==> config.mk <==
export PLATFORM = sky130hd
export DESIGN_NAME = nfp_convert_single_to_sfix_pipe
export DESIGN_NICKNAME = d
export VERILOG_FILES = /design/src/rtl/nfp_convert_single_to_sfix_pipe.sv
export SDC_FILE = /design/constraint.sdc
export NUM_CORES = 1
export LEC_CHECK = 0
export CELL_PAD_IN_SITES_DETAIL_PLACEMENT = 2
export CELL_PAD_IN_SITES_GLOBAL_PLACEMENT = 2
export CORE_ASPECT_RATIO = 1.25
export CORE_MARGIN = 1
export CORE_UTILIZATION = 35
export CTS_CLUSTER_DIAMETER = 200
export CTS_CLUSTER_SIZE = 28
export DETAILED_ROUTE_END_ITERATION = 16
export PLACE_DENSITY_LB_ADDON = 0.1
export REMOVE_ABC_BUFFERS = 1
export SETUP_SLACK_MARGIN = 0.05
export SKIP_LAST_GASP = 1
export SLEW_MARGIN = 40
export SYNTH_ARGS = -nofsm -noshare
export SYNTH_HDL_FRONTEND = slang
export SYNTH_SLANG_ARGS = --single-unit
==> constraint.sdc <==
create_clock -name clk -period 3.65 [get_ports clk]
set_input_delay 0.5475 -clock clk [delete_from_list [all_inputs] [get_ports clk]]
set_output_delay 0.5475 -clock clk [all_outputs]
set_load 0.02 [all_outputs]
==> src/rtl/nfp_convert_single_to_sfix_pipe.sv <==
// IEEE-754 single to signed fixed-point converter, three-stage pipeline with a
// global valid/ready advance; denormals convert exactly, NaN/Inf are classified.
module nfp_convert_single_to_sfix_pipe #(
    parameter int OUT_W      = 32,
    parameter int FRAC_W     = 28,
    parameter int ROUND_MODE = 0,
    parameter int SATURATE   = 1
) (
    input  logic                    clk,
    input  logic                    reset_n,
    input  logic                    in_valid,
    output logic                    in_ready,
    input  logic [31:0]             nfp_in,
    output logic                    out_valid,
    input  logic                    out_ready,
    output logic signed [OUT_W-1:0] nfp_out,
    output logic                    ovf,
    output logic                    nan
);

    // Widest left-shifted magnitude: 24-bit significand shifted by up to 63.
    localparam int MAG_W = 88;
    localparam logic [MAG_W-1:0] NEG_LIM = MAG_W'(1) << (OUT_W - 1);
    localparam logic [MAG_W-1:0] POS_LIM = NEG_LIM - MAG_W'(1);

    // Scales the significand by 2^sh; right shifts keep the first discarded bit
    // for optional half-away rounding on the magnitude.
    function automatic logic [MAG_W-1:0] shift_round(input logic [23:0] sig,
                                                     input logic signed [9:0] sh);
        logic [MAG_W-1:0] mag;
        logic [24:0]      frac;
        int               shi;
        int               rs;
        mag  = '0;
        frac = '0;
        shi  = int'(sh);
        rs   = 0;
        if (shi >= 0) begin
            if (shi < 64) begin
                mag = MAG_W'(sig) << shi;
            end
        end else begin
            rs   = -shi;
            frac = {sig, 1'b0} >> rs;
            mag  = MAG_W'(frac[24:1]);
            if (ROUND_MODE == 1 && frac[0]) begin
                mag = mag + MAG_W'(1);
            end
        end
        return mag;
    endfunction

    // Applies sign, then clamps or wraps into OUT_W bits; returns {ovf, value}.
    function automatic logic [OUT_W:0] saturate_wrap(input logic             sign,
                                                     input logic             is_nan,
                                                     input logic             is_inf,
                                                     input logic             huge,
                                                     input logic [MAG_W-1:0] mag);
        logic signed [OUT_W-1:0] pos_max;
        logic signed [OUT_W-1:0] neg_min;
        logic signed [OUT_W-1:0] wrapped;
        logic signed [OUT_W-1:0] ext;
        logic                    over;
        pos_max = {1'b0, {(OUT_W-1){1'b1}}};
        neg_min = {1'b1, {(OUT_W-1){1'b0}}};
        ext     = sign ? neg_min : pos_max;
        wrapped = sign ? -$signed(mag[OUT_W-1:0]) : $signed(mag[OUT_W-1:0]);
        over    = huge || (mag > (sign ? NEG_LIM : POS_LIM));
        if (is_nan) begin
            return '0;
        end else if (is_inf) begin
            return {1'b1, ext};
        end else if (over) begin
            return (SATURATE != 0) ? {1'b1, ext} : {1'b1, wrapped};
        end
        return {1'b0, wrapped};
    endfunction

    logic adv;
    assign adv       = !out_valid || out_ready;
    assign in_ready  = adv;

    logic [7:0]        exp_in;
    logic [22:0]       man_in;
    logic [7:0]        exp_eff;
    logic [23:0]       sig_next;
    logic signed [9:0] sh_next;
    logic              nan_next;
    logic              inf_next;

    always_comb begin
        exp_in   = nfp_in[30:23];
        man_in   = nfp_in[22:0];
        exp_eff  = (exp_in == 8'd0) ? 8'd1 : exp_in;
        sig_next = {exp_in != 8'd0, man_in};
        sh_next  = 10'(int'(exp_eff) - 150 + FRAC_W);
        nan_next = (exp_in == 8'hFF) && (man_in != 23'd0);
        inf_next = (exp_in == 8'hFF) && (man_in == 23'd0);
    end

    // Stage 1: decode and classify
    logic              vld_p0;
    logic              sign_p0;
    logic              nan_p0;
    logic              inf_p0;
    logic [23:0]       sig_p0;
    logic signed [9:0] sh_p0;

    always_ff @(posedge clk) begin
        if (!reset_n) begin
            vld_p0 <= 1'b0;
        end else if (adv) begin
            vld_p0 <= in_valid;
        end
    end

    always_ff @(posedge clk) begin
        if (adv) begin
            sign_p0 <= nfp_in[31];
            nan_p0  <= nan_next;
            inf_p0  <= inf_next;
            sig_p0  <= sig_next;
            sh_p0   <= sh_next;
        end
    end

    // Stage 2: shift and round the magnitude
    logic             vld_p1;
    logic             sign_p1;
    logic             nan_p1;
    logic             inf_p1;
    logic             huge_p1;
    logic [MAG_W-1:0] mag_p1;

    always_ff @(posedge clk) begin
        if (!reset_n) begin
            vld_p1 <= 1'b0;
        end else if (adv) begin
            vld_p1 <= vld_p0;
        end
    end

    always_ff @(posedge clk) begin
        if (adv) begin
            sign_p1 <= sign_p0;
            nan_p1  <= nan_p0;
            inf_p1  <= inf_p0;
            huge_p1 <= (sh_p0 >= 10'sd64) && (sig_p0 != 24'd0);
            mag_p1  <= shift_round(sig_p0, sh_p0);
        end
    end

    // Stage 3: negate, saturate or wrap into the output registers
    logic             vld_p2;
    logic [OUT_W:0]   res_p1;

    always_comb begin
        res_p1 = saturate_wrap(sign_p1, nan_p1, inf_p1, huge_p1, mag_p1);
    end

    always_ff @(posedge clk) begin
        if (!reset_n) begin
            vld_p2  <= 1'b0;
            nfp_out <= '0;
            ovf     <= 1'b0;
            nan     <= 1'b0;
        end else if (adv) begin
            vld_p2  <= vld_p1;
            nfp_out <= $signed(res_p1[OUT_W-1:0]);
            ovf     <= res_p1[OUT_W];
            nan     <= nan_p1;
        end
    end

    assign out_valid = vld_p2;

endmodule

==> results.toml, run 1 <==
[clocking]
root_buffer = "sky130_fd_sc_hd__clkbuf_16"
tritoncts = "yes"
cts.htree.levels = 4
postCtsHoldBufs = 0
cts_made_buffers = 17
cts.path.max_buffers = 2
clock_sink_count = 166
worstSkewPairLatency_ns = 0.46
cts.clk_slew.worst_paths_ns = 0.07

[floorplanning]
die_width_um = 163.1
area_of_the_die_um2 = 33160
floorplan.initialDensity_pct = 35.61
placementRows = 73
core_um2 = 31880
pin_count = 72
floorplan.die.height_um = 203.3

[synthesis]
yosys.area.top_type = "sky130_fd_sc_hd__edfxtp_1"
synth-compound-area-share_pct = 17.33
yosys-mux-area-fraction_pct = 13.39
synth_adder_area_share_pct = 4.740
post_synth_xor_area_fraction_pct = 1.157
asyncSetResetFlopFracSynth_pct = 0
number_of_synthesized_register_bits = 166
synthDominantCellAreaShare_pct = 34.13
ys.flop_type = "sky130_fd_sc_hd__edfxtp_1"
yosys_warnings = 0
average_cell_area_after_synthesis_um2 = 9.531
leading_cell_types_by_total_area_after_synthesis = "sky130_fd_sc_hd__edfxtp_1, sky130_fd_sc_hd__dfxtp_1, sky130_fd_sc_hd__mux2i_1"
yosysSeqAreaShare_pct = 40.65
synth_cells = 1191
dominant_combinational_cell_family_by_area_after_synthesis = "simple AND/OR/NAND/NOR gates"
synth-edff-count = 129
synth.lib_cells_used.distinct = 71
synth_simple_gate_area_share_pct = 19.12
syn-cell-area_um2 = 11350

[power]
design_power_total_mw = 6.082
vdd_drop_max_mv = 0.2186
leakagePower_nw = 4.985
power_density_nw_per_um2 = 449.3

[critical_path]
critical_path_arrival_ns = 3.84
largest_fanout_of_any_net_on_the_critical_path = 6
end_kind = "flip-flop"
worst_r2r_path_depth = 11
worst_r2r_endpoint = "mag_p1[23]"
cp.required_ns = 3.95
minimum_setup_slack_among_reg_to_reg_paths_ns = 0.11
criticalPathCategory = "flip-flop to flip-flop"
worstSetupStartpointType = "flip-flop"
timing.rr.start = "sh_p0[3]"

[routing]
wl_per_cell_um = 24.67
drc = 0
detail-route-antenna-nets = 0
detailedRoute.firstPassIterationCount = 5
vias_per_cell = 6.002
detail_route.iter0.violations = 593
route.vias.total = 10140
wl_um = 41690

[cells_and_area]
antenna_cells_inserted = 0
layout-area-overhead-vs-synth_pct = 19.26
layout-drive-gt1-share_pct = 13.93
final_nets = 1344

[sta]
timing.final.hold_violations = 0
worst_slew_margin_rel_pct = 46.02
report.final.setup_viol = 0
final.min_clock_period_ns = 3.541
timing.final.crit_share_pct = 97.00
worst_pin_slew_ns = 0.8028
rsz0062_at_grt = "false"
max_freq_mhz = 282.4
postLayoutSetupSlackWorst_ns = 0.1095
clock_skew_ns = 0.01066
timing_max_transition_violations_final = 0

[global_route]
global_route.usage.total_pct = 25.84
grt_pass1_vias = 10740
antenna_found_initial = 0
grt_pass1_wl_um = 64070
grt_max_degree = 133
overflow = 0

[placed_design]
dp_worst_setup_slack_ns = 0.09045
hpwl_um = 31420
finalWeightedCongestion = 0.8998
numPortBuffers = 71

[min_path]
hold_path_class = "flip-flop to flip-flop"
hold_depth = 0
min_from = "nan_p0"
min_to = "nan_p1"

[run]
max-cap-violations = 0

[status]
outcome = "completed"
## registers in the layout, summed over array words and instances (netlist names)
| signal | count |
|---|---|
| nan_p0 | 1 |
| sig_p0 | 24 |
| huge_p1 | 1 |
| nan_p1 | 1 |
| out_valid | 1 |
| vld_p0 | 1 |
| inf_p1 | 1 |
| inf_p0 | 1 |
| vld_p1 | 1 |
| nfp_out | 32 |
| sign_p0 | 1 |
| sh_p0 | 10 |
| sign_p1 | 1 |
| mag_p1 | 88 |
| nan | 1 |
| ovf | 1 |
## stage by stage
stage	instance area, um^2	cells	hold WS (ns)	util [%]	TNS (ns)
5_1_grt	13540	1690	0.4417	42.47	0
4_1_cts	13390	1688	0.4257	42.02	0
6_report	13540	1690	0.4223	42.47	0
2_1_floorplan	11040	1115	0.4003	-	-127.87
3_3_place_gp	12760	1656	0.4005	40.04	0
3_5_place_dp	12760	1656	0.4098	40.04	0
## cell usage after synthesis, drive strengths merged (37+ instances only)
| cell | count |
|---|---|
| mux2i | 63 |
| dfxtp | 37 |
| ha | 43 |
| o21ai | 41 |
| nor4 | 41 |
| nor2 | 150 |
| nand3 | 47 |
| clkbuf | 57 |
| a21oi | 67 |
| edfxtp | 129 |
| nand2 | 104 |
## power breakdown
| group | switching (mW) | leakage [nW] | internal, mW |
|---|---|---|---|
| combinational | 1.14 | 2.88 | 0.693 |
| clock | 0.842 | 0.296 | 1.15 |
| sequential | 0.112 | 1.81 | 2.15 |
## routing by layer
layer / track usage, % / vias to the layer above / routed length (um)
met3: 3.498 / 72 / 1093
met1: 29.20 / 5144 / 16750
met5: 0 / - / 0
met2: 47.63 / 193 / 22160
li1: - / 4735 / -
met4: 11.68 / 0 / 1689
## layout by cell type, fill, tap and decap left out, types with 39 or more instances in the layout
| cell type | instances |
|---|---|
| sky130_fd_sc_hd__a21oi_1 | 67 |
| sky130_fd_sc_hd__nor4_1 | 39 |
| sky130_fd_sc_hd__nand3_1 | 45 |
| sky130_fd_sc_hd__clkdlybuf4s50_1 | 71 |
| sky130_fd_sc_hd__ha_1 | 41 |
| sky130_fd_sc_hd__buf_4 | 55 |
| sky130_fd_sc_hd__nand2_1 | 103 |
| sky130_fd_sc_hd__nor2_1 | 148 |
| sky130_fd_sc_hd__edfxtp_1 | 129 |
| sky130_fd_sc_hd__mux2i_1 | 63 |
## critical path, stage by stage, from the launching register on
cell,delay (ns)
sky130_fd_sc_hd__edfxtp_1,0.41
sky130_fd_sc_hd__or4_4,0.53
sky130_fd_sc_hd__or4_4,0.45
sky130_fd_sc_hd__or3_4,0.36
sky130_fd_sc_hd__nand2b_4,0.16
sky130_fd_sc_hd__ha_4,0.17
sky130_fd_sc_hd__nor4b_2,0.33
sky130_fd_sc_hd__nand3_1,0.18
sky130_fd_sc_hd__nor4_4,0.30
sky130_fd_sc_hd__buf_12,0.18
sky130_fd_sc_hd__nand3_2,0.11
sky130_fd_sc_hd__o22ai_1,0.19
## cell families (layout without fill, tap and decap cells)
group                    Yosys count  in the layout
AND/OR/NAND/NOR                  451            451
AO/OA/AOI/OAI                    296            296
flip-flops                       166            166
multiplexers                     118            118
buffers and inverters            101            188
adder cells (fa/ha/maj)           43             43
XOR/XNOR                          15             15
other                              1              1
## worst max path at each step
| stage | cells after the start | end | slack [ns] | from |
|---|---|---|---|---|
| floorplan | 9 | mag_p1[2] | -2.45 | sh_p0[0] |
| global placement | 11 | mag_p1[15] | 0.22 | sh_p0[3] |
| detailed placement | 11 | mag_p1[14] | 0.09 | sh_p0[3] |
| CTS | 11 | mag_p1[14] | 0.07 | sh_p0[3] |
| global route | 12 | mag_p1[19] | 0.003 | sh_p0[3] |
| finish | 11 | mag_p1[23] | 0.11 | sh_p0[3] |
## repair_timing
item,4_1_cts,5_1_grt
endpoints found under the setup margin,1,16
buffers inserted,0,2
gates resized for setup,1,20
pin swaps,0,8
## final cells by class
cell class / instances / area (um^2)
multi-input cells: 924 / 6471
clock inverters: 15 / 198.9
fillers: 3449 / 18340
clock buffers: 17 / 425.4
flip-flops and latches: 166 / 4614
inverters: 25 / 96.34
well taps: 412 / 515.5
repair buffers: 131 / 1215
(Power assumes the default switching activity.)
==> run 2: changes to the inputs <==
--- a/config.mk
+++ b/config.mk
@@ -9,12 +9,10 @@
 export CELL_PAD_IN_SITES_GLOBAL_PLACEMENT = 2
 export CORE_ASPECT_RATIO = 1.25
 export CORE_MARGIN = 1
-export CORE_UTILIZATION = 35
-export CTS_CLUSTER_DIAMETER = 200
+export CORE_UTILIZATION = 42
 export CTS_CLUSTER_SIZE = 28
 export DETAILED_ROUTE_END_ITERATION = 16
 export PLACE_DENSITY_LB_ADDON = 0.1
-export REMOVE_ABC_BUFFERS = 1
 export SETUP_SLACK_MARGIN = 0.05
 export SKIP_LAST_GASP = 1
 export SLEW_MARGIN = 40
==> constraint.sdc (replaced) <==
create_clock -name clk -period 4.09 [get_ports clk]
set_input_delay 0.6135 -clock clk [delete_from_list [all_inputs] [get_ports clk]]
set_output_delay 0.6135 -clock clk [all_outputs]
set_load 0.02 [all_outputs]
==> results.toml, run 2 (same netlist as run 1, synthesis figures left out) <==
[clocking]
worstSkewPairLatency_ns = 0.45
postCtsHoldBufs = 0
post-cts-setup-buffer-count = 0
cts_repair_resize_count = 0
cts.htree.levels = 4
root_buffer = "sky130_fd_sc_hd__clkbuf_16"
cts.clk_slew.worst_paths_ns = 0.07
tritoncts = "yes"
cts.path.max_buffers = 2
clock_sink_count = 166
cts_made_buffers = 17

[run]
max-cap-violations = 0

[sta]
clock_skew_ns = 0.01497
setup_total_negative_slack_ns = 0
final.min_clock_period_ns = 3.677
timing.final.crit_share_pct = 89.90
timing_max_transition_violations_final = 0
worst_slew_margin_rel_pct = 38.97
timing.final.hold_violations = 0
worst_pin_slew_ns = 0.9077
postLayoutSetupSlackWorst_ns = 0.4133
report.final.setup_viol = 0
max_freq_mhz = 272.0
rsz0062_at_grt = "false"

[floorplanning]
core_um2 = 26260
pin_count = 72
floorplan.initialDensity_pct = 43.22
floorplan.die.height_um = 185.8
area_of_the_die_um2 = 27690
placementRows = 66
die_width_um = 149.0

[global_route]
grt_pass1_wl_um = 67680
antenna_found_initial = 1
global_route.usage.total_pct = 32.79
grt_pass1_vias = 11300
overflow = 0
grt_max_degree = 81

[power]
power_density_nw_per_um2 = 406.3
design_power_total_mw = 5.333
leakagePower_nw = 4.846
vdd_drop_max_mv = 0.2686

[min_path]
hold_depth = 0
hold_path_class = "flip-flop to flip-flop"

[routing]
drc = 0
met1_length_um = 16470
routed-wl-met3_um = 2121
detail_route.iter0.violations = 661
wl_um = 43600
route.vias.total = 10560
vias_per_cell = 6.578
top_layer_used = "met4"
detail-route-antenna-nets = 0
detailedRoute.firstPassIterationCount = 5
wl_per_cell_um = 27.16
met2_wl_um = 22300

[cells_and_area]
largestRegisters = "mag_p1 (88), nfp_out (32), sig_p0 (24)"
final_nets = 1331
mostFrequentLayoutCells = "sky130_fd_sc_hd__nor2_1, sky130_fd_sc_hd__edfxtp_1, sky130_fd_sc_hd__nand2_1"
top_register = "mag_p1"
layout-area-overhead-vs-synth_pct = 15.64
layout-drive-gt1-share_pct = 11.71
flip_flop_count_of_the_largest_register_all_copies_and_words_added = 88
layout_commonest_cell = "sky130_fd_sc_hd__nor2_1"

[placed_design]
hpwl_um = 32170
finalWeightedCongestion = 0.9551
numPortBuffers = 71
dp_worst_setup_slack_ns = 0.4309

[critical_path]
end_kind = "flip-flop"
critical-path-slowest-cell = "sky130_fd_sc_hd__or4_4"
crit_path_frequent_cell = "sky130_fd_sc_hd__or4_4"
crit_chain = "or4_4 > or4_4 > or3_1 > nand2b_1 > ha_1 > nor4_1 > nand3_1 > nor4_4 > buf_4 > nand2_2 > o22ai_1"
max_stage_delay_ns = 0.55
worst_r2r_path_depth = 11
critical_path.n_buffers_inverters = 1
critical_path_arrival_ns = 3.95
largest_fanout_of_any_net_on_the_critical_path = 9
cp.required_ns = 4.36
critical_path_cell_count = 11
worstSetupStartpointType = "flip-flop"
criticalPathCategory = "flip-flop to flip-flop"
critPathTopFamily = "simple AND/OR/NAND/NOR gates"

[status]
outcome = "completed"

[synthesis]
syn_nets = 1270
==> run 2: layout make-up <==
class,count,area (um^2)
Fill cell,2814,13130
Multi-Input combinational cell,924,6339
Sequential cell,166,4614
Timing Repair Buffer,118,1071
Clock buffer,19,432.9
Tap cell,340,425.4
Clock inverter,12,143.9
Inverter,25,97.59
Antenna cell,1,2.502
==> run 2: worst paths after layout <==
kind,from,endpoint,slack [ns]
setup / recovery,sh_p0[1],mag_p1[12],0.41
hold / removal,inf_p0,inf_p1,0.42
setup reg to reg,sh_p0[1],mag_p1[12],0.41
hold reg to reg,inf_p0,inf_p1,0.42
==> run 2: report_power, final <==
group          internal, mW  switching [mW]
registers              1.91           0.102
clock network         0.910           0.757
logic                 0.598            1.05
total                  3.42            1.91
==> run 2: layer usage <==
metal,up-vias,GRT usage [%]
li1,4706,-
met1,5317,36.92
met2,389,58.25
met3,146,4.975
met4,0,19.71
met5,-,0
==> run 2: metrics by stage <==
stage	utilization, %	instance area [um^2]	instances	hold WS, ns
floorplan	-	11350	1191	0.4003
global placement	47.75	12540	1573	0.4053
detailed placement	47.77	12540	1573	0.4089
CTS	49.96	13120	1604	0.4261
global route	49.98	13120	1604	0.4275
finish	49.99	13130	1605	0.4238
==> run 3: changes to the inputs <==
--- a/config.mk
+++ b/config.mk
@@ -5,6 +5,7 @@
 export SDC_FILE = /design/constraint.sdc
 export NUM_CORES = 1
 export LEC_CHECK = 0
+export ABC_CLOCK_PERIOD_IN_PS = 4090
 export CELL_PAD_IN_SITES_DETAIL_PLACEMENT = 2
 export CELL_PAD_IN_SITES_GLOBAL_PLACEMENT = 2
 export CORE_ASPECT_RATIO = 1.25
@@ -13,7 +14,7 @@
 export CTS_CLUSTER_SIZE = 28
 export DETAILED_ROUTE_END_ITERATION = 16
 export PLACE_DENSITY_LB_ADDON = 0.1
-export SETUP_SLACK_MARGIN = 0.05
+export SETUP_SLACK_MARGIN = 0.1
 export SKIP_LAST_GASP = 1
 export SLEW_MARGIN = 40
 export SYNTH_ARGS = -nofsm -noshare
==> results of run 3 <==
Final layout, timing and power as in run 2 (identical DEF).
==> RTL change 1: new RTL, config.mk and constraints of run 1 <==
The parameter `SATURATE` goes from 1 to 0.
--- a/src/rtl/nfp_convert_single_to_sfix_pipe.sv
+++ b/src/rtl/nfp_convert_single_to_sfix_pipe.sv
@@ -4,7 +4,7 @@
     parameter int OUT_W      = 32,
     parameter int FRAC_W     = 28,
     parameter int ROUND_MODE = 0,
-    parameter int SATURATE   = 1
+    parameter int SATURATE   = 0
 ) (
     input  logic                    clk,
     input  logic                    reset_n,
Behaviour: not the same (a bounded check fails within 4 cycles, from zero or initial values and one cycle with reset_n low).
==> RTL change 1 against run 1 <==
  * Wire length decreased by 7.6%
  * Design area down 5.1%
  * Sequential cell count is the same
  * Worst setup slack improved by 0.25 ns
  * Critical path depth shrank 1
  * Non-clock buffer count shrank 19
  * Core utilization decreased by 0.068 points
  * Synthesized area fell by 4.2%
  * Total power fell by 2.3%
==> RTL change 1: results (changes against run 1) <==
stage,metric,value,unit,change
synthesis,sequential area share after synthesis,42.4,%,+1.8 points
synthesis,Synth Area in Adders,4.95,%,+0.21 points
layout,Reg area,4610,um^2,unchanged
clock_tree,CTS clock-pin slew for the worst setup and hold paths,0.07,ns,about the same
clock_tree,H-tree levels,4,,unchanged
timing,Clock Skews,0.0115,ns,+0.000873 ns
synthesis,multiplexer share of the synthesized area,13.4,%,+0.030 points
layout,fillers,3204,,-7.1%
placement,number of port buffers,71,,unchanged
clock_tree,CTS root buf,clkbuf_16,,
synthesis,Post-synth EDFFs,129,,unchanged
worst_setup_path,critical path peak fanout,12,,+6
layout,ANT cells,0,,unchanged
grt,first-pass GRT wire length,60100,um,-6.3%
grt,initial antenna violation count,0,,unchanged
routing,iteration-0 DRC count of the detailed router,617,,+4.0%
grt,GRT Total Usage,25.1,%,-0.76 points
grt,largest net degree at the start of global routing,135,,+1.5%
routing,via count,9203,,-9.3%
worst_setup_path,Worst EP arrival,3.55,ns,-0.29 ns
layout,Final #Nets,1219,,-9.3%
clock_tree,clock latency on the worst-skew pair,0.44,ns,-0.02 ns
synthesis,Ys Warns,0,,unchanged
synthesis,synth unique cells,74,,+4.2%
timing,Max-slew headroom,50.6,%,+4.6 points
synthesis,top post-synthesis cells by area,"edfxtp_1, dfxtp_1, mux4_2",,
placement,Post-Place Cells,1519,,-8.3%
placement,placed cell areas,12100,um^2,-4.9%
placement,post-DP HPWL,29000,um,-7.8%
worst_setup_path,critical path's slowest cell,or4_1,,
worst_setup_path,delay of the slowest critical-path stage,0.60,ns,+0.07 ns
clock_tree,Num CTS Buffers,17,,unchanged
routing,drt total wl,38500,um,-7.6%
worst_setup_path,family with the most delay on the worst path,simple AND/OR/NAND/NOR gates,,
routing,Pre-antenna DRT Iters,5,,unchanged
clock_tree,clock buffer depth,2,,unchanged
routing,vias per cell,5.92,,-1.3%
placement,worst slack at placement,0.0961,ns,+0.00565 ns
grt,vias in the first global route,9990,,-6.9%
synthesis,Synth Area in XOR/XNOR,3.14,%,+2.0 points
synthesis,Post-synth top cells,"edfxtp_1, nand2_1, nor2_1",,
hold_path,Hold WC Path Type,register to register,,
layout,top flop regs,"mag_p1 (88), nfp_out (32), sig_p0 (24)",,
power,VDD IR max,0.278,mV,+27%
placement,Final GP Congestion,0.858,,-4.7%
synthesis,Gate Count Post-Synth,1079,,-9.4%
synthesis,Compound-Gate Fraction of Synth Area,15.2,%,-2.1 points
status,status,finished clean,,
layout,layout cells sized above 1,13.5,%,-0.40 points
synthesis,async set or reset register ratio after synthesis,0,%,unchanged
power,Leak,4.78,nW,-4.1%
[RTL change 1: changes by cell type in the layout (fill, tap and decap cells not counted), sizes merged, moves of 8 or more]
| cell | change |
|---|---|
| o211ai | -17 |
| o21ai | +19 |
| a22oi | -23 |
| xor2 | +26 |
| buf | -19 |
| o22a | -8 |
| mux2i | -15 |
| nor2 | -56 |
| nor3 | -12 |
| a21oi | -8 |
| o31ai | +10 |
[RTL change 1: layout make-up]
type,instances,area share (%)
multi-input combinational,826,46.4
sequential,166,35.9
timing repair buffer,112,8.22
tap,401,3.91
clock buffer,18,3.34
clock inverter,14,1.68
inverter,17,0.536
[RTL change 1: metal layers]
metal	part of all wire (%)	vias to the layer above	routed length, um	GRT usage (%)
met2	54	222	20700	47.1
met1	39	4624	15000	28.1
li1	-	4278	-	-
met4	4.0	0	1540	11.9
met3	3.2	79	1250	3.11
met5	0	-	0	0
[RTL change 1: repair_timing]
item | 4_1_cts | 5_1_grt
endpoints found under the setup margin | 0 | 17
resized for setup | 0 | 5
setup buffers | 0 | 3
[RTL change 1: cell families after synthesis]
family,after synthesis
buffers and inverters,87
DFF,166
other,1
and+or+nand+nor,380
adders and majority gates,43
xor gates and xnor gates,39
muxes,105
AOI/OAI and AO/OA,258
[RTL change 1: final timing paths]
kind,start,to,slack (ns),cells past startpoint
hold / removal,sign_p0,sign_p1,0.43,0
hold reg to reg,sign_p0,sign_p1,0.43,0
setup reg to reg,sh_p0[5],mag_p1[23],0.36,10
setup / recovery,sh_p0[5],mag_p1[23],0.36,10
[RTL change 1: power breakdown]
part / switching, mW / total [mW] / internal, mW
Sequential: 0.121 / 2.27 / 2.15
Clock: 0.842 / 2.01 / 1.17
Combinational: 1.02 / 1.65 / 0.635
Total: 1.98 / 5.94 / 3.96
[RTL change 1: worst reg2reg max path: cells and delay by family (launching register included)]
family | cells | cell delay, ns
compound gates | 1 | 0.34
fa+ha+maj | 1 | 0.22
buf+inv | 1 | 0.22
flops | 1 | 0.41
simple gates | 7 | 1.91
==> RTL change 2: new RTL, flow settings as in run 1 <==
Made on the original files. Put one more register stage on the output `ovf`. The value now appears one clock later. The other outputs are not delayed to match.
--- a/src/rtl/nfp_convert_single_to_sfix_pipe.sv
+++ b/src/rtl/nfp_convert_single_to_sfix_pipe.sv
@@ -22,6 +22,8 @@
     localparam int MAG_W = 88;
     localparam logic [MAG_W-1:0] NEG_LIM = MAG_W'(1) << (OUT_W - 1);
     localparam logic [MAG_W-1:0] POS_LIM = NEG_LIM - MAG_W'(1);
+
+    logic ovf_s0;
 
     // Scales the significand by 2^sh; right shifts keep the first discarded bit
     // for optional half-away rounding on the magnitude.
@@ -162,17 +164,21 @@
         if (!reset_n) begin
             vld_p2  <= 1'b0;
             nfp_out <= '0;
-            ovf     <= 1'b0;
+            ovf_s0  <= 1'b0;
             nan     <= 1'b0;
         end else if (adv) begin
             vld_p2  <= vld_p1;
             nfp_out <= $signed(res_p1[OUT_W-1:0]);
-            ovf     <= res_p1[OUT_W];
+            ovf_s0  <= res_p1[OUT_W];
             nan     <= nan_p1;
         end
     end
 
     assign out_valid = vld_p2;
 
+    always_ff @(posedge clk) begin
+        ovf <= ovf_s0;
+    end
+
 endmodule
 
Check against the original RTL: not equivalent (Yosys sat finds a counterexample within 4 cycles, from zero or initial values and one cycle with reset_n low).
==> RTL change 2 against run 1 <==
  * Count of clock-buffer cells in the layout up 1
  * Synthesized area fell by 3.5%
  * Worst setup slack lost 0.085 ns
  * Clock power shrank 9%
  * Total power down 7.6%
  * Wire length decreased by 9.2%
  * Global-route usage shrank 1.7 points
  * Design area fell by 2.2%
  * Sequential cell count rose by 1
  * Critical path type unchanged
  * Critical endpoint is now mag_p1[5]
  * Largest power group unchanged
  * Highest routed layer unchanged
==> RTL change 2: results (changes against run 1) <==
stage,metric,value,unit,change
grt,largest net degree at the start of global routing,130,,-2.3%
routing,drt total wl,37800,um,-9.2%
clock_tree,CTS clock-pin slew for the worst setup and hold paths,0.08,ns,
worst_setup_path,delay of the slowest critical-path stage,0.56,ns,+0.03 ns
grt,first-pass GRT wire length,58400,um,-8.8%
layout,ANT cells,0,,unchanged
synthesis,synth unique cells,70,,-1.4%
grt,initial antenna violation count,1,,+1
grt,GRT Total Usage,24.2,%,-1.7 points
layout,Final #Nets,1256,,-6.5%
routing,Pre-antenna DRT Iters,6,,+1
synthesis,top post-synthesis cells by area,"edfxtp_1, mux4_2, dfxtp_1",,
power,VDD IR max,0.258,mV,+18%
hold_path,Hold WC Path Type,register to register,,
synthesis,Post-synth EDFFs,129,,unchanged
synthesis,Post-synth top cells,"edfxtp_1, nand2_1, nor2_1",,
layout,fillers,3258,,-5.5%
status,status,finished clean,,
grt,grt total ovfl,0,,unchanged
worst_setup_path,critical path peak fanout,6,,unchanged
grt,vias in the first global route,9967,,-7.2%
synthesis,async set or reset register ratio after synthesis,0,%,unchanged
placement,Final GP Congestion,0.875,,-2.7%
placement,post-DP HPWL,28700,um,-8.6%
worst_setup_path,R2R Setup Slk,0.02,ns,-0.09 ns
timing,Max-slew headroom,42.7,%,-3.3 points
clock_tree,CTS root buf,clkbuf_16,,
synthesis,sequential area share after synthesis,42.3,%,+1.7 points
clock_tree,Num CTS Buffers,17,,unchanged
layout,Non-Filler Instances,1597,,-5.5%
routing,via count,9316,,-8.2%
clock_tree,clock buffer depth,2,,unchanged
timing,Clock Skews,0.0145,ns,+0.00389 ns
layout,top flop regs,"mag_p1 (88), nfp_out (32), sig_p0 (24)",,
layout,layout cells sized above 1,16.0,%,+2.0 points
worst_setup_path,critical path's slowest cell,or4_4,,
power,Leak,4.87,nW,-2.4%
grt,met3 usage,3.06,%,-0.44 points
synthesis,Gate Count Post-Synth,1096,,-8.0%
grt,GR Util met2,45.3,%,-2.3 points
clock_tree,H-tree levels,4,,unchanged
routing,iteration-0 DRC count of the detailed router,578,,-2.5%
worst_setup_path,Worst EP arrival,3.90,ns,+0.06 ns
clock_tree,clock latency on the worst-skew pair,0.45,ns,
worst_setup_path,family with the most delay on the worst path,simple AND/OR/NAND/NOR gates,,
grt,met1 Resource Use GR,27.0,%,-2.2 points
placement,number of port buffers,71,,unchanged
synthesis,Ys Warns,0,,unchanged
==> RTL change 2: path summary, 6_finish.rpt <==
| kind | startpoint | cells past startpoint | to |
|---|---|---|---|
| setup / recovery | sh_p0[3] | 13 | mag_p1[5] |
| hold / removal | ovf_s0 | 0 | ovf |
| setup reg to reg | sh_p0[3] | 13 | mag_p1[5] |
| hold reg to reg | ovf_s0 | 0 | ovf |
==> RTL change 2: layout make-up <==
type	count	share of cell area (%)
Clock buffer	18	3.24
Clock inverter	14	1.19
Inverter	17	0.520
Multi-Input combinational cell	841	46.7
Sequential cell	167	35.0
Tap cell	407	3.85
Timing Repair Buffer	133	9.45
==> RTL change 2: power by group <==
part	total [mW]	switching, mW	internal [mW]
clock network	1.82	0.902	0.919
logic	1.55	0.948	0.598
registers	2.25	0.106	2.15
==> RTL change 2: cell families after synthesis <==
family / synth area share [%]
simple gates: 18.5
mux: 12.1
flops: 42.3
buf+inv: 3.13
other cells: 0.0343
xor+xnor: 3.28
fa+ha+maj: 4.91
compound gates: 15.7
==> RTL change 2: repair_timing <==
| item | 4_1_cts | 5_1_grt |
|---|---|---|
| pin swaps | 2 | 8 |
| buffers inserted | 1 | 1 |
| gates resized for setup | 10 | 29 |
| hold buffers | 0 | 0 |
| setup endpoints to repair | 23 | 26 |
| cloned | 0 | 1 |
==> RTL change 2: through the flow <==
stage	hold slack [ns]	setup WS [ns]	TNS [ns]	cell area, um^2
finish	0.355	0.0243	0	13200
global route	0.366	-0.121	-1.68	13200
CTS	0.358	0.0421	0	13100
detailed placement	0.342	-0.167	-1.37	12400
global placement	0.337	0.0376	0	12400
floorplan	0.331	-1.94	-344.97	10700
==> RTL change 2: layer usage <==
metal,wire length [um],up-vias
met5,0,-
met4,1670,0
li1,-,4351
met2,20100,221
met1,15000,4672
met3,1020,72
